### src/rtl/ctrl_pipe_unit.sv
// ctrl_pipe_unit: ID-stage main control with load-use stall, branch flush and
// illegal-opcode tracking.
//
// Handshake: valid_i qualifies the IF/ID instruction. While Stall_o is high the
// upstream holds PC and IF/ID (PCWrite_o low), and this block loads bubbles into
// ID/EX. Flush_i kills the ID instruction and overrides any stall that cycle.
module ctrl_pipe_unit #(
    parameter int OP_WIDTH     = 7,
    parameter int REG_AW       = 5,
    parameter int STALL_CYCLES = 1,
    parameter int EXT_EN       = 1,
    parameter int CNT_WIDTH    = 8
) (
    input  logic                 clk_i,
    input  logic                 rst_i,
    input  logic                 valid_i,
    input  logic [OP_WIDTH-1:0]  Op_i,
    input  logic [REG_AW-1:0]    RS1addr_i,
    input  logic [REG_AW-1:0]    RS2addr_i,
    input  logic [REG_AW-1:0]    RDaddr_i,
    input  logic                 Flush_i,
    output logic [1:0]           ALUOp_o,
    output logic                 ALUSrc_o,
    output logic                 Branch_o,
    output logic                 MemRead_o,
    output logic                 MemWrite_o,
    output logic                 RegWrite_o,
    output logic                 MemtoReg_o,
    output logic                 Jump_o,
    output logic [REG_AW-1:0]    RDaddr_o,
    output logic                 Stall_o,
    output logic                 PCWrite_o,
    output logic                 Illegal_o,
    output logic [CNT_WIDTH-1:0] IllegalCnt_o,
    output logic                 DbgState_o
);

    localparam logic [OP_WIDTH-1:0] OP_R   = OP_WIDTH'(7'b0110011);
    localparam logic [OP_WIDTH-1:0] OP_I   = OP_WIDTH'(7'b0010011);
    localparam logic [OP_WIDTH-1:0] OP_LD  = OP_WIDTH'(7'b0000011);
    localparam logic [OP_WIDTH-1:0] OP_SD  = OP_WIDTH'(7'b0100011);
    localparam logic [OP_WIDTH-1:0] OP_BEQ = OP_WIDTH'(7'b1100011);
    localparam logic [OP_WIDTH-1:0] OP_LUI = OP_WIDTH'(7'b0110111);
    localparam logic [OP_WIDTH-1:0] OP_JAL = OP_WIDTH'(7'b1101111);

    localparam logic [0:0] S_RUN   = 1'b0;
    localparam logic [0:0] S_STALL = 1'b1;

    // Stall counter only needs to hold STALL_CYCLES-1.
    localparam int SCW = (STALL_CYCLES > 1) ? $clog2(STALL_CYCLES + 1) : 1;
    localparam logic [SCW-1:0] STALL_INIT = SCW'(STALL_CYCLES - 1);

    // Control bundle packing: {ALUOp[1:0],ALUSrc,Branch,MemRead,MemWrite,RegWrite,MemtoReg,Jump}
    logic [8:0]           r_ctrl;
    logic [REG_AW-1:0]    r_rd;
    logic [0:0]           r_state;
    logic [SCW-1:0]       r_scnt;
    logic                 r_illegal;
    logic [CNT_WIDTH-1:0] r_icnt;

    logic [8:0] w_dec;
    logic       w_legal;
    logic       w_use_rs1;
    logic       w_use_rs2;
    logic       w_rs_match;
    logic       w_hazard;
    logic       w_stall;
    logic       w_load;
    logic       w_illegal_evt;

    // Opcode decode into the control bundle; unknown opcodes decode to all zeros.
    always_comb begin
        w_dec     = 9'b0;
        w_legal   = 1'b0;
        w_use_rs1 = 1'b0;
        w_use_rs2 = 1'b0;
        case (Op_i)
            OP_R: begin
                w_dec = 9'b10_0_0_0_0_1_0_0; w_legal = 1'b1;
                w_use_rs1 = 1'b1; w_use_rs2 = 1'b1;
            end
            OP_I: begin
                w_dec = 9'b00_1_0_0_0_1_0_0; w_legal = 1'b1;
                w_use_rs1 = 1'b1;
            end
            OP_LD: begin
                w_dec = 9'b00_1_0_1_0_1_1_0; w_legal = 1'b1;
                w_use_rs1 = 1'b1;
            end
            OP_SD: begin
                w_dec = 9'b00_1_0_0_1_0_0_0; w_legal = 1'b1;
                w_use_rs1 = 1'b1; w_use_rs2 = 1'b1;
            end
            OP_BEQ: begin
                w_dec = 9'b01_0_1_0_0_0_0_0; w_legal = 1'b1;
                w_use_rs1 = 1'b1; w_use_rs2 = 1'b1;
            end
            OP_LUI: begin
                if (EXT_EN != 0) begin
                    w_dec = 9'b00_1_0_0_0_1_0_0; w_legal = 1'b1;
                end
            end
            OP_JAL: begin
                if (EXT_EN != 0) begin
                    w_dec = 9'b00_0_0_0_0_1_0_1; w_legal = 1'b1;
                end
            end
            default: begin
                w_dec   = 9'b0;
                w_legal = 1'b0;
            end
        endcase
        // Writes to x0 are architecturally discarded; suppress them here.
        if (RDaddr_i == '0) begin
            w_dec[2] = 1'b0;
        end
    end

    // Load-use hazard detection against the load currently in ID/EX.
    always_comb begin
        w_rs_match = (w_use_rs1 && (RS1addr_i == r_rd)) ||
                     (w_use_rs2 && (RS2addr_i == r_rd));
        w_hazard   = (r_state == S_RUN) && valid_i && r_ctrl[4] &&
                     (r_rd != '0) && w_rs_match;
        w_stall    = rst_i && !Flush_i && ((r_state == S_STALL) || w_hazard);
        w_load     = valid_i && w_legal && !Flush_i &&
                     (r_state == S_RUN) && !w_hazard;
        w_illegal_evt = valid_i && !w_legal && !Flush_i &&
                        (r_state == S_RUN) && !w_hazard;
    end

    // ID/EX control register: decoded bundle or bubble.
    always_ff @(posedge clk_i) begin
        if (!rst_i) begin
            r_ctrl <= '0;
            r_rd   <= '0;
        end else if (w_load) begin
            r_ctrl <= w_dec;
            r_rd   <= RDaddr_i;
        end else begin
            r_ctrl <= '0;
            r_rd   <= '0;
        end
    end

    // Stall FSM: RUN, or STALL while extra bubbles remain.
    always_ff @(posedge clk_i) begin
        if (!rst_i) begin
            r_state <= S_RUN;
            r_scnt  <= '0;
        end else if (Flush_i) begin
            r_state <= S_RUN;
            r_scnt  <= '0;
        end else if (r_state == S_STALL) begin
            r_scnt <= r_scnt - SCW'(1);
            if (r_scnt == SCW'(1)) begin
                r_state <= S_RUN;
            end
        end else if (w_hazard && (STALL_CYCLES > 1)) begin
            r_state <= S_STALL;
            r_scnt  <= STALL_INIT;
        end
    end

    // Sticky illegal flag and saturating illegal counter.
    always_ff @(posedge clk_i) begin
        if (!rst_i) begin
            r_illegal <= 1'b0;
            r_icnt    <= '0;
        end else if (w_illegal_evt) begin
            r_illegal <= 1'b1;
            if (r_icnt != {CNT_WIDTH{1'b1}}) begin
                r_icnt <= r_icnt + 1'b1;
            end
        end
    end

    assign ALUOp_o      = r_ctrl[8:7];
    assign ALUSrc_o     = r_ctrl[6];
    assign Branch_o     = r_ctrl[5];
    assign MemRead_o    = r_ctrl[4];
    assign MemWrite_o   = r_ctrl[3];
    assign RegWrite_o   = r_ctrl[2];
    assign MemtoReg_o   = r_ctrl[1];
    assign Jump_o       = r_ctrl[0];
    assign RDaddr_o     = r_rd;
    assign Stall_o      = w_stall;
    assign PCWrite_o    = rst_i && !w_stall;
    assign Illegal_o    = r_illegal;
    assign IllegalCnt_o = r_icnt;
    assign DbgState_o   = r_state;

endmodule
### config.mk
export PLATFORM = sky130hd
export DESIGN_NAME = ctrl_pipe_unit
export DESIGN_NICKNAME = d
export VERILOG_FILES = /design/src/rtl/ctrl_pipe_unit.sv
export SDC_FILE = /design/constraint.sdc
export NUM_CORES = 1
export LEC_CHECK = 0
export ABC_AREA = 1
export CELL_PAD_IN_SITES_DETAIL_PLACEMENT = 1
export CELL_PAD_IN_SITES_GLOBAL_PLACEMENT = 1
export CORE_ASPECT_RATIO = 1.2
export CORE_MARGIN = 3
export CORE_UTILIZATION = 26
export DETAILED_ROUTE_END_ITERATION = 8
export GPL_ROUTABILITY_DRIVEN = 0
export PLACE_DENSITY_LB_ADDON = 0.1
export SYNTH_ARGS = -nofsm -noshare
export SYNTH_HDL_FRONTEND = slang
export SYNTH_SLANG_ARGS = --single-unit
export TNS_END_PERCENT = 50
### constraint.sdc
create_clock -name clk_i -period 1.7 [get_ports clk_i]
set_clock_uncertainty 0.15 [all_clocks]
set_input_delay 0.34 -clock clk_i [delete_from_list [all_inputs] [get_ports clk_i]]
set_output_delay 0.34 -clock clk_i [all_outputs]
set_load 0.02 [all_outputs]
==> out/results.ini, run 1 <==
[layout]
final_cell_mix=buf_4, nor2_1, nand2_1, dlygate4sd2_1, inv_1
layout_commonest_cell=buf_4
register_area_um2=480
area_growth_pct=86.3
fillers=598
antenna_cells=0
multi_input_area_um2=850
drive_above_1_share_pct=37.1
nets=314

[detailed_routing]
drt-initial-drc-count=28
drc=0
avgRoutedWirePerCell_um=12.5
ant_nets=0
routed-via-count=1547
via_per_inst=4.50
dr.pass1.iters=4
routed_wl_mm=4.31

[sta]
max_slew_margin_pct=81.7
min_period_ns=1.97
whs_ns=0.323
max_freq_ghz=0.509
drv_slew=0
finalWorstSetupSlack_ns=-0.265
finalCritPeriodShare_pct=116
worstMarginPinSlew_ns=0.273
setup_viol=2
rsz0062_at_grt=true
hold_viol=0

[power]
finalPower_mw=1.15
seq_power_share_pct=47.5
pwr_density_cell_nw_per_um2=483
swShare_pct=27.2
pwr-share-clk_pct=30.8
p_leak_nw=1.22
vdd_ir_drop_max_v=0.000257
combPwrFrac_pct=21.7
p_switching_uw=312
intPower_uw=835

[cts]
insertion_delay_ns=0.27
tritoncts=done
cts_sinks=23
clockBufferDepth=2
clock_tree.htree_level_count=1
clk_pin_slew_ns=0.08
cts_root_buf=clkbuf_8
cts_buffers=3

[synth]
synthDistinctLibCells=25
ys_top_cells_by_area=dfxtp_1, nor2_1, nand2_1
synth_top_area_share_pct=36.1
syn_inst=194
yosys_warnings=0
syn_area_per_cell_um2=6.58
yosysSeqAreaShare_pct=36.1
syn_nets=221
syn-cell-area_um2=1280
ys_ff_latch=23
yosysTopAreaCell=dfxtp_1

[global_route]
overflow=0
grt_pass1_vias=1534
grt_pass1_wl_mm=6.64
grtUsageTotal_pct=14.4
grt_antenna_before_repair=0
grt_max_degree=15

[die]
dieHeight_um=82.7
die_w_um=70.0
ios=52
std_cell_rows=27
initial_utilization_pct=27.4
die_area_um2=5790
core_area_um2=4660

[placed_design]
dpl.hpwl_mm=3.13
port_buffers=51

[status]
violations=negative setup slack
status=complete, but fails checks

[worst_hold_path]
min_path_type=reg -> reg

[job]
cap_violations=0

[critical_path]
cp_max_fo=5
crit_arrival_ns=1.48
end_kind=output pin
crit_type=reg -> out
required_ns=1.21
start_kind=register

layer usage:
metal,vias to the layer above,GRT usage [%],share of wire (%)
li1,780,-,-
met1,726,16.0,39
met2,36,26.9,55
met3,5,2.78,4.7
met4,0,5.75,1.4
met5,-,0,0
final cells by class:
| cell class | instances | share of cell area, % |
|---|---|---|
| Clock buffer | 3 | 1.74 |
| Clock inverter | 1 | 0.211 |
| Inverter | 30 | 4.95 |
| Multi-Input combinational cell | 138 | 35.7 |
| Sequential cell | 23 | 20.2 |
| Tap cell | 58 | 3.05 |
| Timing Repair Buffer | 91 | 34.1 |
cell usage after synthesis (all sizes together):
master and number:
nor4 2, or2 2, ha 1, xnor2 2
nand4 2, buf 4, inv 30, nand3 19
xor2 5, o211ai 2, nor3 3, nand2 41
o21ai 1, a21oi 11, dfxtp 23, nor2 46
kinds of logic (layout without fill, tap and decap cells):
logic type	count (synthesis)	after routing	synth area share (%)
adder cells (fa/ha/maj)	1	1	0.980
AO/OA/AOI/OAI	14	14	6.47
flip-flops	23	23	36.1
AND/OR/NAND/NOR	115	116	40.4
buffers and inverters	34	125	11.3
XOR/XNOR	7	7	4.80
state kept, by name, indices dropped and copies added (netlist names):
name and flops:
DbgState_o 1, IllegalCnt_o 8, Illegal_o 1, RDaddr_o 5, r_ctrl 7, r_scnt 1
critical path, stage by stage, from the launching register on:
cell and delay, ns:
dfxtp_4 0.37, nor4_2 0.27, nor2_1 0.10, nand2_2 0.13
nand2_2 0.08, a21oi_4 0.12, buf_6 0.13
final timing paths:
check	end	slack (ns)	from	cells after the start
worst max-delay path	PCWrite_o	-0.27	RDaddr_o[3]	6
worst min-delay path	r_scnt	0.32	r_scnt	2
worst max register to register	RDaddr_o[3]	0.09	RDaddr_o[0]	12
worst min register to register	r_scnt	0.32	r_scnt	2
stage by stage:
stage	setup slack, ns	cell area (µm²)	instances	TNS [ns]	util [%]
finish	-0.265	2380	344	-0.510	51.0
global route	-0.388	2380	344	-1.13	51.0
CTS	-0.322	2160	337	-0.640	46.3
detailed placement	-1.06	2100	329	-11.85	45.0
global placement	-1.02	2100	329	-10.91	45.0
floorplan	-0.00865	1310	194	-0.0147	-
repair_timing:
| item | 4_1_cts | 5_1_grt |
|---|---|---|
| hold buffers | 0 | 0 |
| setup buffers | 4 | 8 |
| resized for setup | 62 | 51 |
| endpoints found under the setup margin | 42 | 26 |
| cloned | 0 | 2 |
| pin swaps | 23 | 27 |
power by group through the flow:
stage	combinational (mW)	sequential (mW)	clock [mW]
after floorplan	0.0772	0.573	0
after global placement	0.225	0.563	0
after detailed placement	0.228	0.563	0
after CTS	0.217	0.549	0.375
after global routing	0.273	0.547	0.395
final	0.248	0.545	0.354
No activity file was read; power rests on OpenSTA's default activity.
==> inputs of run 2 (changes only) <==
Settings changed: CORE_UTILIZATION 26 to 28.
Clock period 1.7 ns to 2.2 ns, I/O delays scaled along.
==> run 2 against run 1 <==
The flow now finishes without violations. Global-route usage increased by 0.92 points. Sequential power fell by 22%. Largest power group unchanged. Critical endpoint is now Stall_o. Register-to-register slack better by 0.26 ns. Flip-flop and latch count unchanged. Clock power fell by 24%. Hold slack lost 0.011 ns. First-iteration DRC count is 32% higher. Die area down 6.6%. Sequential share of layout area rose by 2.0 points.
==> out/results.ini, run 2 (synthesized netlist as in run 1, its figures left out) <==
[status]
status=completed

[die]
ios=52  ; unchanged
core_area_um2=4330  ; -7.2%
initial_utilization_pct=29.5  ; +2.1 points
die_w_um=67.6  ; -3.3%
die_area_um2=5410  ; -6.6%
dieHeight_um=80.0  ; -3.4%
std_cell_rows=26  ; -3.7%

[layout]
final_cells=330  ; -4.1%
drive_above_1_share_pct=24.8  ; -12 points
final_cell_mix=nor2_1, nand2_1, clkdlybuf4s50_1
antenna_cells=0  ; unchanged
layout_commonest_cell=nor2_1
nets=302  ; -3.8%
area_growth_pct=65.2
largest_reg_flops=8  ; unchanged

[worst_hold_path]
min_path_type=reg -> reg
holdPathStages=2  ; unchanged
min_to=r_scnt
hp-start=r_scnt

[critical_path]
end_kind=output pin
required_ns=1.61  ; +0.40 ns
crit_arrival_ns=1.53  ; +0.05 ns
crit_type=in -> out
regToRegStartpoint=IllegalCnt_o[0]
start_kind=input pin
reg2regPathDepth=11  ; -1
reg2reg_to=IllegalCnt_o[0]
cp_max_fo=4  ; -1
ff2ff_setup_slack_ns=0.35  ; +0.26 ns

[global_route]
grt_max_degree=15  ; unchanged
grt_pass1_vias=1494  ; -2.6%
grtUsageTotal_pct=15.3  ; +0.92 points
grt_pass1_wl_mm=6.60  ; -0.62%
overflow=0  ; unchanged
grt_antenna_before_repair=0  ; unchanged

[sta]
drv_slew=0  ; unchanged
min_period_ns=2.12
setup_viol=0  ; -2
finalCritPeriodShare_pct=96.5
finalWorstSetupSlack_ns=0.0779  ; +0.343 ns
whs_ns=0.312  ; -0.0114 ns
max_slew_margin_pct=81.9  ; +0.25 points
worstMarginPinSlew_ns=0.269  ; -0.00376 ns
hold_viol=0  ; unchanged
max_freq_ghz=0.471

[cts]
cts_root_buf=clkbuf_8
tritoncts=done
postCtsHoldBufs=0  ; unchanged
cts_buffers=3  ; unchanged
insertion_delay_ns=0.26  ; about the same
clock_tree.htree_level_count=1  ; unchanged
clk_pin_slew_ns=0.08  ; about the same
clockBufferDepth=2  ; unchanged
cts_sinks=23  ; unchanged

[job]
cap_violations=0  ; unchanged

[placed_design]
dp_slack_ns=-0.767  ; +0.295 ns
dpl.hpwl_mm=3.07  ; -2.2%
placed_cells=318  ; -3.3%
port_buffers=51  ; unchanged

[detailed_routing]
routed-via-count=1465  ; -5.3%
drc=0  ; unchanged
routed_wl_mm=3.87  ; -10%
ant_nets=0  ; unchanged
drt-initial-drc-count=37  ; +32%
avgRoutedWirePerCell_um=11.7  ; -6.4%
dr.pass1.iters=3  ; -1
via_per_inst=4.44  ; -1.3%

[power]
vdd_ir_drop_max_v=0.000336  ; +31%
p_leak_nw=0.983  ; -19%
pwr_density_cell_nw_per_um2=407  ; -16%

## run 2: changes by cell type in the layout (fill, tap and decap cells not counted), moves of 3 or more
cell	previous run	this run
nand2_2	10	7
dlygate4sd2_1	29	9
dlymetal6s2s_1	3	0
nor2_1	36	42
nand2_1	29	33
buf_4	38	30
dfxtp_1	15	19
inv_1	19	25
clkdlybuf4s50_1	9	31
nor2_2	5	2
inv_2	10	5
dfxtp_4	4	1
nor2_4	5	2
## run 2: worst max-delay path by stage
stage / to / cells past startpoint / slack [ns] / from
global route: PCWrite_o / 9 / -0.02 / Op_i[5]
floorplan: Stall_o / 7 / 0.15 / Op_i[2]
detailed placement: PCWrite_o / 10 / -0.77 / Op_i[4]
finish: Stall_o / 8 / 0.08 / Op_i[5]
global placement: Stall_o / 9 / -0.69 / Op_i[4]
CTS: PCWrite_o / 10 / 0.01 / Op_i[4]
## run 2: stage by stage
step / total power [mW] / setup TNS [ns] / area (µm²) / util [%]
2_1_floorplan: 0.501 / 0 / 1280 / -
3_3_place_gp: 0.598 / -2.03 / 2000 / 46.1
3_5_place_dp: 0.601 / -2.91 / 2000 / 46.1
4_1_cts: 0.869 / 0 / 2080 / 48.1
5_1_grt: 0.915 / -0.0301 / 2110 / 48.7
6_report: 0.859 / 0 / 2110 / 48.7
## run 2: worst max-delay path, stage by stage
cell and delay (ns):
clkdlybuf4s15_1 0.27, nand2_1 0.12, a21oi_2 0.17, nand3_1 0.09, nand2_1 0.08, nand2_2 0.08
a21oi_2 0.14, buf_4 0.15
## run 2: layout make-up
cell class | count | area, µm²
Timing Repair Buffer | 80 | 709
Sequential cell | 23 | 468
Inverter | 30 | 113
Clock buffer | 4 | 45.0
Multi-Input combinational cell | 137 | 703
Tap cell | 56 | 70.1
Fill cell | 578 | 2220
## run 2: timing repair
action	in CTS	in global routing
gates resized for setup	37	21
endpoints found under the setup margin	2	2
pin swaps	20	17
setup buffers	6	2
cloned	0	0
hold endpoints to repair	0	0
## run 2: power by group
part           internal [mW]  leakage [nW]  switching [mW]
Combinational         0.0885         0.772          0.0757
Sequential             0.420         0.188         0.00637
Clock                  0.129        0.0228           0.139
## run 2: routing by layer
| metal | wire length, µm | vias up | track usage (%) |
|---|---|---|---|
| li1 | - | 758 | - |
| met3 | 242 | 2 | 3.52 |
| met2 | 1860 | 36 | 26.6 |
| met4 | 19 | 0 | 2.84 |
| met1 | 1750 | 669 | 18.9 |
| met5 | 0 | - | 0 |
==> inputs of run 3 (changes only) <==
Settings changed: CAP_MARGIN set to 10.
==> results of run 3 <==
Final layout, timing and power as in run 2 (identical DEF).
